$ cat src/rtl/mv_pkg.sv
// rtl/mv_pkg.sv - shared state type, default sizes and address-width helper for mv_seq
package mv_pkg;

    localparam int DEF_M          = 4;
    localparam int DEF_N          = 4;
    localparam int DEF_RD_LAT     = 1;
    localparam int DEF_BRAM_DEPTH = 32;

    typedef enum logic [2:0] {
        IDLE,
        RUN,
        DRAIN,
        WRITE,
        DONE
    } mv_state_e;

    // Width needed to index 0..depth-1; never less than one bit.
    function automatic int addr_w(input int depth);
        return (depth > 1) ? $clog2(depth) : 1;
    endfunction

    localparam int DEF_AW = addr_w(DEF_BRAM_DEPTH);

endpackage

$ cat src/rtl/mv_seq_if.sv
// rtl/mv_seq_if.sv - host/BRAM/MAC signal bundle for the matrix-vector sequencer
//
// Host side : start, hold, mat_base, vec_base, res_base -> busy, done
// BRAM side : mat_rd_en, mat_rd_addr, vec_rd_addr, res_wr_en, res_wr_addr
// MAC side  : acc_en, acc_clr
// slave modport is used by mv_seq, master modport by whoever drives it.
interface mv_seq_if
    import mv_pkg::*;
#(
    parameter int AW = DEF_AW
) ();

    logic          start;
    logic          hold;
    logic [AW-1:0] mat_base;
    logic [AW-1:0] vec_base;
    logic [AW-1:0] res_base;
    logic          busy;
    logic          done;
    logic          mat_rd_en;
    logic [AW-1:0] mat_rd_addr;
    logic [AW-1:0] vec_rd_addr;
    logic          acc_en;
    logic          acc_clr;
    logic          res_wr_en;
    logic [AW-1:0] res_wr_addr;

    modport master (
        output start, hold, mat_base, vec_base, res_base,
        input  busy, done, mat_rd_en, mat_rd_addr, vec_rd_addr,
        input  acc_en, acc_clr, res_wr_en, res_wr_addr
    );

    modport slave (
        input  start, hold, mat_base, vec_base, res_base,
        output busy, done, mat_rd_en, mat_rd_addr, vec_rd_addr,
        output acc_en, acc_clr, res_wr_en, res_wr_addr
    );

endinterface

$ cat src/rtl/mv_dly.sv
// rtl/mv_dly.sv - RD_LAT-deep delay line carrying {acc_clr, acc_en} to the MAC
//
// Ports: clk, rst (async active-low); i_en/i_clr in; o_en/o_clr out after
// exactly RD_LAT cycles; o_pending flags an enable still inside the line that
// has not yet reached the output stage.
module mv_dly
    import mv_pkg::*;
#(
    parameter int RD_LAT = DEF_RD_LAT
) (
    input  logic clk,
    input  logic rst,
    input  logic i_en,
    input  logic i_clr,
    output logic o_en,
    output logic o_clr,
    output logic o_pending
);

    // Bit 0 = enable, bit 1 = clear; stage RD_LAT-1 is the output.
    logic [RD_LAT-1:0][1:0] r_line;

    always_ff @(posedge clk or negedge rst) begin
        if (!rst) begin
            r_line <= '0;
        end else begin
            r_line[0] <= {i_clr & i_en, i_en};
            for (int i = 1; i < RD_LAT; i++) begin
                r_line[i] <= r_line[i-1];
            end
        end
    end

    assign o_en  = r_line[RD_LAT-1][0];
    assign o_clr = r_line[RD_LAT-1][1];

    always_comb begin
        o_pending = 1'b0;
        for (int i = 0; i < RD_LAT - 1; i++) begin
            o_pending = o_pending | r_line[i][0];
        end
    end

endmodule

$ cat src/rtl/mv_seq.sv
// rtl/mv_seq.sv - sequencer for y = A*x: streams BRAM reads, drives the MAC, writes one result per row
//
// Ports: clk; rst (async active-low); bus (mv_seq_if.slave) carrying the host
// start/hold/base inputs, busy/done status, BRAM read/write strobes and
// addresses, and the MAC acc_en/acc_clr controls.
module mv_seq
    import mv_pkg::*;
#(
    parameter int M          = DEF_M,
    parameter int N          = DEF_N,
    parameter int BRAM_DEPTH = DEF_BRAM_DEPTH,
    parameter int RD_LAT     = DEF_RD_LAT
) (
    input  logic   clk,
    input  logic   rst,
    mv_seq_if.slave bus
);

    localparam int AW = addr_w(BRAM_DEPTH);
    localparam int CW = addr_w(N);
    localparam int RW = addr_w(M);
    localparam int DW = addr_w(RD_LAT);

    mv_state_e     r_state;
    mv_state_e     w_next;
    logic [AW-1:0] r_mat_ptr;
    logic [AW-1:0] r_vec_base;
    logic [AW-1:0] r_res_base;
    logic [CW-1:0] r_col;
    logic [RW-1:0] r_row;
    logic [DW-1:0] r_drain_cnt;

    logic w_issue;
    logic w_last_col;
    logic w_last_row;
    logic w_drain_done;
    logic w_pending;
    logic w_acc_en;
    logic w_acc_clr;

    assign w_issue      = (r_state == RUN) && !bus.hold;
    assign w_last_col   = (r_col == CW'(N - 1));
    assign w_last_row   = (r_row == RW'(M - 1));
    // DRAIN needs its RD_LAT cycles and an empty line behind the output stage.
    assign w_drain_done = (r_drain_cnt == DW'(RD_LAT - 1)) && !w_pending;

    mv_dly #(.RD_LAT(RD_LAT)) u_dly (
        .clk       (clk),
        .rst       (rst),
        .i_en      (w_issue),
        .i_clr     (w_issue && (r_col == '0)),
        .o_en      (w_acc_en),
        .o_clr     (w_acc_clr),
        .o_pending (w_pending)
    );

    assign bus.acc_en  = w_acc_en;
    assign bus.acc_clr = w_acc_clr;

    always_ff @(posedge clk or negedge rst) begin
        if (!rst) begin
            r_state <= IDLE;
        end else begin
            r_state <= w_next;
        end
    end

    always_comb begin
        w_next          = r_state;
        bus.busy        = 1'b0;
        bus.done        = 1'b0;
        bus.mat_rd_en   = 1'b0;
        bus.mat_rd_addr = '0;
        bus.vec_rd_addr = '0;
        bus.res_wr_en   = 1'b0;
        bus.res_wr_addr = '0;
        case (r_state)
            IDLE: begin
                if (bus.start) w_next = RUN;
            end
            RUN: begin
                bus.busy      = 1'b1;
                bus.mat_rd_en = w_issue;
                if (w_issue) begin
                    bus.mat_rd_addr = r_mat_ptr;
                    bus.vec_rd_addr = r_vec_base + AW'(r_col);
                    if (w_last_col) w_next = DRAIN;
                end
            end
            DRAIN: begin
                bus.busy = 1'b1;
                if (w_drain_done) w_next = WRITE;
            end
            WRITE: begin
                bus.busy        = 1'b1;
                bus.res_wr_en   = 1'b1;
                bus.res_wr_addr = r_res_base + AW'(r_row);
                w_next          = w_last_row ? DONE : RUN;
            end
            DONE: begin
                bus.done = 1'b1;
                w_next   = IDLE;
            end
            default: w_next = IDLE;
        endcase
    end

    // The matrix pointer simply runs +1 per read: rows are contiguous, so
    // row*N+col never needs a multiplier. Sums wrap naturally in AW bits.
    always_ff @(posedge clk or negedge rst) begin
        if (!rst) begin
            r_mat_ptr   <= '0;
            r_vec_base  <= '0;
            r_res_base  <= '0;
            r_col       <= '0;
            r_row       <= '0;
            r_drain_cnt <= '0;
        end else begin
            case (r_state)
                IDLE: begin
                    if (bus.start) begin
                        r_mat_ptr  <= bus.mat_base;
                        r_vec_base <= bus.vec_base;
                        r_res_base <= bus.res_base;
                        r_col      <= '0;
                        r_row      <= '0;
                    end
                end
                RUN: begin
                    r_drain_cnt <= '0;
                    if (w_issue) begin
                        r_mat_ptr <= r_mat_ptr + AW'(1);
                        r_col     <= w_last_col ? '0 : r_col + CW'(1);
                    end
                end
                DRAIN: begin
                    if (r_drain_cnt != DW'(RD_LAT - 1)) begin
                        r_drain_cnt <= r_drain_cnt + DW'(1);
                    end
                end
                WRITE: begin
                    if (!w_last_row) r_row <= r_row + RW'(1);
                end
                default: ;
            endcase
        end
    end

endmodule

$ cat src/flat_wrapper.sv
// flat-port wrapper written by rule: the top's interface ports become plain ports
module mv_seq_flat import mv_pkg::*;
#(
    parameter int M          = DEF_M,
    parameter int N          = DEF_N,
    parameter int BRAM_DEPTH = DEF_BRAM_DEPTH,
    parameter int RD_LAT     = DEF_RD_LAT
)
  (clk, rst, bus_start, bus_hold, bus_mat_base, bus_vec_base, bus_res_base, bus_busy, bus_done, bus_mat_rd_en, bus_mat_rd_addr, bus_vec_rd_addr, bus_acc_en, bus_acc_clr, bus_res_wr_en, bus_res_wr_addr);
  mv_seq_if #(.AW(5)) bus_i ();
  input  logic clk;
  input  logic rst;
  input wire logic [$bits(bus_i.start)-1:0] bus_start;
  input wire logic [$bits(bus_i.hold)-1:0] bus_hold;
  input wire logic [$bits(bus_i.mat_base)-1:0] bus_mat_base;
  input wire logic [$bits(bus_i.vec_base)-1:0] bus_vec_base;
  input wire logic [$bits(bus_i.res_base)-1:0] bus_res_base;
  output wire logic [$bits(bus_i.busy)-1:0] bus_busy;
  output wire logic [$bits(bus_i.done)-1:0] bus_done;
  output wire logic [$bits(bus_i.mat_rd_en)-1:0] bus_mat_rd_en;
  output wire logic [$bits(bus_i.mat_rd_addr)-1:0] bus_mat_rd_addr;
  output wire logic [$bits(bus_i.vec_rd_addr)-1:0] bus_vec_rd_addr;
  output wire logic [$bits(bus_i.acc_en)-1:0] bus_acc_en;
  output wire logic [$bits(bus_i.acc_clr)-1:0] bus_acc_clr;
  output wire logic [$bits(bus_i.res_wr_en)-1:0] bus_res_wr_en;
  output wire logic [$bits(bus_i.res_wr_addr)-1:0] bus_res_wr_addr;
  assign bus_i.start = bus_start;
  assign bus_i.hold = bus_hold;
  assign bus_i.mat_base = bus_mat_base;
  assign bus_i.vec_base = bus_vec_base;
  assign bus_i.res_base = bus_res_base;
  assign bus_busy = bus_i.busy;
  assign bus_done = bus_i.done;
  assign bus_mat_rd_en = bus_i.mat_rd_en;
  assign bus_mat_rd_addr = bus_i.mat_rd_addr;
  assign bus_vec_rd_addr = bus_i.vec_rd_addr;
  assign bus_acc_en = bus_i.acc_en;
  assign bus_acc_clr = bus_i.acc_clr;
  assign bus_res_wr_en = bus_i.res_wr_en;
  assign bus_res_wr_addr = bus_i.res_wr_addr;
  mv_seq #(.M(M), .N(N), .BRAM_DEPTH(BRAM_DEPTH), .RD_LAT(RD_LAT)) u_core (.clk(clk), .rst(rst), .bus(bus_i));
endmodule
$ cat config.mk
export PLATFORM = sky130hd
export DESIGN_NAME = mv_seq_flat
export DESIGN_NICKNAME = d
export VERILOG_FILES = /design/src/rtl/mv_pkg.sv /design/src/rtl/mv_seq_if.sv /design/src/rtl/mv_dly.sv /design/src/rtl/mv_seq.sv /design/src/flat_wrapper.sv
export SDC_FILE = /design/constraint.sdc
export NUM_CORES = 1
export LEC_CHECK = 0
export CAP_MARGIN = 20
export CORE_UTILIZATION = 40
export DETAILED_ROUTE_END_ITERATION = 16
export PLACE_DENSITY = 0.79
export SYNTH_ARGS = -nofsm -noshare
export SYNTH_HDL_FRONTEND = slang
export SYNTH_SLANG_ARGS = --single-unit
$ cat constraint.sdc
create_clock -name clk -period 1.8 [get_ports clk]
set_input_delay 0.18 -clock clk [delete_from_list [all_inputs] [get_ports clk]]
set_output_delay 0.18 -clock clk [all_outputs]
set_load 0.01 [all_outputs]
==> results.txt <==
Outcome: complete, but fails checks
Failing checks: negative setup slack
Synth area leader: dfrtp_1
Worst-path fanout max: 2
Critical Path AT: 1.86 ns
Most numerous cell in the Yosys netlist: nand2_1
EDFF count, synth: 0
Met1 wire length: 1446 um
Register area share after synthesis: 42.63%
Top Metal Used: met4
Final WS setup: -0.2402 ns
RSZ-0062 raised after global routing: yes
Synth area leaders: dfrtp_1 43%, nand2_1 7.7%, ha_1 7.1%, and2_1 4.4%, nor2_1 2.9%
Port buffer count: 39
Hold Path Class: input port to asynchronous set/reset pin
First-pass GRT wire length: 5499 um
Die Height: 61.35 um
Fin cells: 262
Nets: 246
Critical Path RT: 1.62 ns
Minimum clock period after layout: 2.040 ns
Starting DRT DRC Count: 38
Worst-case clock skew: 0.01245 ns
Met3 WL: 176 um
Via/cell ratio: 5.092
Post-synthesis xor/xnor area fraction: 1.865%
Largest family of logic cells by synthesized area: simple AND/OR/NAND/NOR gates
Power per cell area: 1653 mW/mm^2
Vias in the first global route: 1,231
Dpl cells: 247
Synth Flop Type: dfrtp_1
Seq cells post-synth: 24
Worst slew margin: 72.69%
Clock sinks: 24
Pint: 2.113 mW
Critical path's slowest cell: dfrtp_1
Core area: 0.003363 mm^2
Clock share of power: 8.6%
Cell Chain, Critical Path: ha_2 -> inv_2 -> fa_2 -> or3_1 -> a21oi_1 -> buf_2
Gate power share: 62.6%
CTS tree: done
Post-synth top cells: 29 x nand2_1, 24 x dfrtp_1, 11 x nor2_1
Pwr Total: 3.520 mW
Placed instance area: 0.001958 mm^2
Final Hold Viols: 0
Synthesized Nets: 178
Longest Clk Path Bufs: 2
CTS HTree Levels: 1
Routed wire length per instance: 14.05 um
Fmax: 0.4901 GHz
Row count: 21
Die Footprint: 0.003763 mm^2
CTS clk-pin slew, worst paths: 0.15 ns
Detail Route Antenna Nets: 0
CTS buffer count: 3
Ys Warns: 0
Yosys top cell area share: 42.63%
Synth Instances: 149
Sw frac: 39.97%
Post-route cell area: 0.002130 mm^2
Post-synth ARST share: 100.0%
Initial Util: 41.89%
DR pass1 iterations: 4
Mapped Area: 0.001409 mm^2
Clk_lat worst skew: 0.34 ns
Antenna cells: 0
Clk root buf: clkbuf_4
Compound-gate portion of the synthesized area: 10.57%
Max-Cap Viols: 0
Initial antenna violation count: 0
Simple-gate share of the synthesized area: 23.71%
DRT Wirelength: 3682 um
Final Setup Violations: 14
Vias: 1,334
Setup crit end kind: output port
Routability Congestion: 0.7918
Die extent in x: 61.35 um
Mux contribution to synthesized area: 5.240%
DR WL met2: 1979 um
GRT Util Overall: 20.48%
Library cells used by synthesis: 34
GRT overflow: 0
Sw power: 1.407 mW
Avg Cell Area, Syn: 9.455 um^2
Sequential power share: 28.7%
Cell family with most CP delay: adder cells
Largest net degree at the start of global routing: 25
Crit Path Class: flip-flop to output port
IO Pins: 40
Worst-Margin Slew: 0.4042 ns
VDD IR max: 757.9 uV
Fillers: 298
HPWL after DPL: 2540 um
Layout cells sized above 1: 35.65%
Post-synthesis adder-cell area fraction: 9.947%
Worst Path Buf+Inv: 2
Period utilization: 113.3%
CP Launch Type: flip-flop
Syn-to-layout area delta: 51.15%
Leak: 1.020 nW
Max incr delay on CP: 0.39 ns
Slew Viols, Final: 0
DRC: 0
per-stage QoR:
stage	utilization [%]	setup slack (ns)	hold slack, ns	TNS (ns)
6_report	63.32	-0.2402	0.1799	-1.423
5_1_grt	63.32	-0.3203	0.2157	-2.343
4_1_cts	61.09	-0.2428	0.1977	-1.548
3_5_place_dp	58.22	-0.4345	0.4871	-4.362
3_3_place_gp	58.22	-0.3929	0.4663	-4.095
2_1_floorplan	-	0.01653	-0.1156	0
power groups by stage:
stage / sequential, mW / combinational, mW / clock, mW
2_1_floorplan: 0.980 / 1.06 / 0
3_3_place_gp: 0.977 / 1.79 / 0
3_5_place_dp: 1.00 / 1.88 / 0
4_1_cts: 0.988 / 2.07 / 0.305
5_1_grt: 1.04 / 2.43 / 0.326
6_report: 1.01 / 2.20 / 0.303
timing repair:
item                                    CTS  global route
setup buffers                             9             4
pin swaps                                13             6
gates resized for setup                  85            17
endpoints found under the setup margin   18            20
hold buffers                              0             0
cell type report:
type	instances	area, um^2	area share [%]
multi-input combinational	108	782.0	36.72
timing repair buffer	69	606.8	28.50
sequential	24	600.6	28.20
tap	46	57.56	2.703
inverter	11	46.29	2.174
clock buffer	4	36.28	1.704
registers in the layout (all words and copies together), names as in the netlist:
name / cells
u_core.r_vec_base: 5
u_core.r_col: 2
u_core.r_state: 3
u_core.r_res_base: 5
u_core.u_dly.r_line: 2
u_core.r_mat_ptr: 5
u_core.r_row: 2
layer usage:
layer	vias up	global-route usage, %
met5	-	0
met4	0	9.841
met3	10	3.782
met2	47	37.11
met1	642	23.15
li1	635	-
kinds of logic (layout without fill, tap and decap cells):
family	after synthesis	count (layout)
simple gates	66	66
flops	24	24
compound gates	22	22
buf+inv	17	84
fa+ha+maj	10	10
mux	7	7
xor+xnor	3	3
final timing paths:
| kind | startpoint | end | slack (ns) | depth (start not counted) |
|---|---|---|---|---|
| max in group asynchronous | rst | u_core.r_mat_ptr[0]$_DFFE_PN0P_ | 1.36 | 2 |
| worst max-delay path | u_core.r_row[0]$_DFFE_PN0P_ | bus_res_wr_addr[4] | -0.24 | 6 |
| min in group clk | bus_res_base[4] | u_core.r_res_base[4]$_DFFE_PN0P_ | 0.35 | 3 |
| worst min-delay path | rst | u_core.r_res_base[2]$_DFFE_PN0P_ | 0.18 | 2 |
| worst min register to register | u_core.r_vec_base[0]$_DFFE_PN0P_ | u_core.r_vec_base[0]$_DFFE_PN0P_ | 0.52 | 2 |
| worst max register to register | u_core.r_state[1]$_DFFE_PN0P_ | u_core.r_mat_ptr[2]$_DFFE_PN0P_ | 0.04 | 5 |
placed cells by master, fill, tap and decap left out, drive strengths merged, types with 6 or more instances in the layout:
master	n
buf	45
nand2	29
dfrtp	24
clkdlybuf4s50	20
nor2	11
inv	11
and2	10
ha	8
a21oi	7
o21ai	6
(Power assumes the default switching activity.)
==> patch 1 (same flow settings) <==
Re-encode `mv_state_e` (5 states) as one-hot, 5 bits wide.
--- a/src/rtl/mv_pkg.sv
+++ b/src/rtl/mv_pkg.sv
@@ -6,12 +6,12 @@
     localparam int DEF_RD_LAT     = 1;
     localparam int DEF_BRAM_DEPTH = 32;
 
-    typedef enum logic [2:0] {
-        IDLE,
-        RUN,
-        DRAIN,
-        WRITE,
-        DONE
+    typedef enum logic [4:0] {
+        IDLE  = 5'b00001,
+        RUN   = 5'b00010,
+        DRAIN = 5'b00100,
+        WRITE = 5'b01000,
+        DONE  = 5'b10000
     } mv_state_e;
 
     // Width needed to index 0..depth-1; never less than one bit.
Function: same outputs for any inputs over 10 cycles, from zero or initial values and one cycle with rst low; not proved beyond that.
==> patch 1 against the unedited design <==
The run still ends with setup timing left. Routed wire length up 11%. Largest cell class unchanged. Worst setup slack better by 0.063 ns. Utilization up 5.3 points. Synthesized cell count up 12%. Power down 11%. Sequential cell count up 2. Critical path type unchanged. Design area up 20%. Largest power group unchanged. Synthesized area up 11%.
==> patch 1: results (changes against the unedited design) <==
* Run status: finished, violations left (unchanged)
* Failing checks: setup timing (unchanged)
* Syn Nets at 196 (was 178)
* Worst Path Max Fanout at 2 (unchanged)
* Yosys cell types at 44 (was 34)
* Worst-path clk slew at 0.10 ns (was 0.15 ns)
* VDD IR-drop max at 727 uV (was 758 uV)
* Worst Path Arrival at 1.80 ns (was 1.86 ns)
* Power Dens Cells at 1230 nW/um^2 (was 1650 nW/um^2)
* Post-synth EDFFs at 0 (unchanged)
* Final WS setup at -0.177 ns (was -0.240 ns)
* Cell leakage power at 1.22 nW (was 1.02 nW)
* Clock skew at 0.00426 ns (was 0.0124 ns)
* Most area-consuming cells after synthesis: dfrtp_1, nand2_1, ha_1 (unchanged)
* Vias at 1530 (was 1334)
* Global-route usage over all layers at 0.215 (was 0.205)
* HP Class: in2async (unchanged)
* Final GP Congestion at 0.770 (was 0.792)
* Seq/Total Area, Yosys at 0.417 (was 0.426)
* CTS root buf: clkbuf_8 (was clkbuf_4)
* Clock buffer depth at 2 (unchanged)
* Final Net Count at 289 (was 246)
* Global-route wire length before repair at 6.94 mm (was 5.50 mm)
* Remaining global-route overflow at 0 (unchanged)
* # setup viols final at 5 (was 14)
* # diodes at 0 (unchanged)
* Net Sw Frac at 0.360 (was 0.400)
* Num CTS Buffers at 3 (unchanged)
* Largest net degree at the start of global routing at 27 (was 25)
* Max cap viols at 0 (unchanged)
* DRT Pass-1 Iters at 4 (unchanged)
* PortBufs at 39 (unchanged)
* H-tree depth at 1 (unchanged)
* Initial antenna violation count at 0 (unchanged)
* Final wirelength at 4.07 mm (was 3.68 mm)
* Layout cells sized above 1 at 0.421 (was 0.356)
* Placed wire-length estimate at 2.71 mm (was 2.54 mm)
* Synth cell count leaders: nand2_1, dfrtp_1, nor2_1 (unchanged)
* Async SR Flop Fraction at 1.00 (unchanged)
* Clock Latency Late Sink at 0.27 ns (was 0.34 ns)
* Placed Area at 2250 sq um (was 1960 sq um)
* Initial DRC Count at 58 (was 38)
* Fill count at 303 (was 298)
* Worst slew pin tran at 0.330 ns (was 0.404 ns)
* Ys Warns at 0 (unchanged)
[patch 1: stage by stage]
stage,hold WS (ns),setup TNS [ns],std cells,utilization,worst slack (ns)
2_1_floorplan,-0.116,-0.00203,167,-,-0.00203
3_3_place_gp,0.466,-2.62,282,0.605,-0.416
3_5_place_dp,0.484,-2.80,282,0.605,-0.479
4_1_cts,0.282,-0.591,300,0.663,-0.174
5_1_grt,0.299,-1.22,307,0.686,-0.269
6_report,0.270,-0.606,307,0.686,-0.177
[patch 1: repair_timing]
action,in CTS,in global routing
resized for setup,77,26
pin swaps,17,9
setup endpoints to repair,19,23
buffers inserted,15,9
[patch 1: cells by family after synthesis]
logic type,count (synthesis),share of synthesized area
AOI/OAI and AO/OA,30,0.130
xor gates and xnor gates,4,0.0224
adders and majority gates,10,0.0896
buffers and inverters,14,0.0440
DFF,26,0.417
and+or+nand+nor,83,0.298
[patch 1: cell type report]
| cell class | instances | area share |
|---|---|---|
| inverters | 10 | 0.0162 |
| well taps | 48 | 0.0236 |
| multi-input cells | 127 | 0.374 |
| repair buffers | 92 | 0.302 |
| flip-flops and latches | 26 | 0.256 |
| clock buffers | 3 | 0.0162 |
| clock inverters | 1 | 0.0118 |
[patch 1: critical path, cell delays in order (launching register included)]
cell and delay [ns]:
dfrtp_1 0.38, ha_2 0.20, inv_2 0.04, fa_2 0.33, or3_4 0.33, a21oi_2 0.12, buf_2 0.13
[patch 1: final timing paths]
kind	slack [ns]	start	depth (start not counted)	to
hold / removal	0.27	rst	2	u_core.r_mat_ptr[0]
max in group asynchronous	1.24	rst	2	u_core.r_state[0]
min in group clk	0.42	bus_vec_base[2]	3	u_core.r_vec_base[2]
hold reg to reg	0.51	u_core.r_vec_base[4]	2	u_core.r_vec_base[4]
setup reg to reg	0.11	u_core.r_state[3]	9	u_core.r_state[1]
setup / recovery	-0.18	u_core.r_vec_base[0]	6	bus_vec_rd_addr[4]
[patch 1: power by group through the flow]
| stage | logic, mW | clock network [mW] | registers (mW) |
|---|---|---|---|
| finish | 1.62 | 0.494 | 1.02 |
| global route | 1.79 | 0.526 | 1.06 |
| CTS | 1.50 | 0.494 | 1.01 |
| detailed placement | 1.34 | 0 | 1.03 |
| global placement | 1.31 | 0 | 1.01 |
| floorplan | 0.785 | 0 | 0.992 |
[patch 1: metal layers]
| layer | vias up | routed length [um] | GRT usage |
|---|---|---|---|
| met3 | 9 | 182 | 0.0264 |
| met1 | 720 | 1670 | 0.261 |
| met2 | 42 | 2140 | 0.389 |
| met4 | 0 | 89 | 0.0750 |
| met5 | - | 0 | 0 |
| li1 | 759 | - | - |
==> patch 2 (config.mk and constraints unchanged) <==
Without the edit above. Set the package constant `DEF_N` to 5 (it was 4).
--- a/src/rtl/mv_pkg.sv
+++ b/src/rtl/mv_pkg.sv
@@ -2,7 +2,7 @@
 package mv_pkg;
 
     localparam int DEF_M          = 4;
-    localparam int DEF_N          = 4;
+    localparam int DEF_N          = 5;
     localparam int DEF_RD_LAT     = 1;
     localparam int DEF_BRAM_DEPTH = 32;
 
Formal check against the unedited RTL: not equivalent (Yosys sat finds a counterexample within 10 cycles, from zero or initial values and one cycle with rst low).
==> patch 2 against the unedited design <==
The run still ends with setup timing left. Synthesized cell count fell by 0.67%. Fmax rose by 3.2%. Sequential cell count rose by 1. Critical path type unchanged. Power rose by 3.4%. Design area rose by 4.9%. Routed wire length fell by 1.1%. Worst setup slack improved by 0.064 ns. Critical path depth rose by 1. Clock skew fell by 0.00095 ns. Synthesized area rose by 3.9%. Die area rose by 3.8%.
==> patch 2: results (changes against the unedited design) <==
* Synth cell count leaders: dfrtp_1, nor2_1, o21ai_0 (was nand2_1, dfrtp_1, nor2_1)
* Worst path top cell family by delay: flip-flops (was adder cells)
* Avg Cell Area, Syn at 9.89 sq um (was 9.46 sq um)
* Run status: finished, violations left (unchanged)
* Largest stage delay on the critical path at 0.43 ns (was 0.39 ns)
* Seq/Total Area, Yosys at 0.427 (was 0.426)
* Final GP Congestion at 0.771 (was 0.792)
* Clock Latency Late Sink at 0.32 ns (was 0.34 ns)
* Post-synthesis mux area share at 0.0838 (was 0.0524)
* Setup WS pre-CTS at -0.400 ns (was -0.435 ns)
* Critical Path End: bus_vec_rd_addr[4] (was bus_res_wr_addr[4])
* Yosys cell types at 33 (was 34)
* Failing checks: setup timing (unchanged)
* Worst slew pin tran at 0.338 ns (was 0.404 ns)
* Comb power frac at 0.646 (was 0.626)
* Register-to-Register Path Depth at 7 (was 5)
* Fill count at 287 (was 298)
* XOR/XNOR share of the synthesized area at 0.0359 (was 0.0187)
* Critical R2R Capture: u_core.r_mat_ptr[4] (was u_core.r_mat_ptr[2])
* Synth Area in Compound Gates at 0.106 (about the same)
* Final WS setup at -0.176 ns (was -0.240 ns)
* Layout cells sized above 1 at 0.405 (was 0.356)
* # setup viols final at 8 (was 14)
* Largest net degree at the start of global routing at 26 (was 25)
* Placed wire-length estimate at 2.38 mm (was 2.54 mm)
* Initial DRC Count at 46 (was 38)
* Global-route wire length before repair at 6.06 mm (was 5.50 mm)
* Vias in the first global route at 1380 (was 1231)
* Most area-consuming cells after synthesis: dfrtp_1, ha_1, mux2_2 (was dfrtp_1, nand2_1, ha_1)
[patch 2: per-stage QoR]
| step | cell area (sq um) | util |
|---|---|---|
| 4_1_cts | 2120 | 0.621 |
| 5_1_grt | 2230 | 0.654 |
| 3_5_place_dp | 2020 | 0.591 |
| 2_1_floorplan | 1460 | - |
| 3_3_place_gp | 2020 | 0.591 |
| 6_report | 2230 | 0.654 |
[patch 2: final cells by class]
cell class / instances / area share
multi-input cells: 111 / 0.388
well taps: 46 / 0.0258
flip-flops and latches: 25 / 0.281
repair buffers: 76 / 0.282
inverters: 6 / 0.0112
clock buffers: 4 / 0.0118
[patch 2: metal layers]
metal / wire, um / part of all wire / global-route usage
met1: 1600 / 0.44 / 0.230
met2: 1860 / 0.51 / 0.351
met3: 154 / 0.042 / 0.0328
met4: 25 / 0.0069 / 0.0640
met5: 0 / 0 / 0
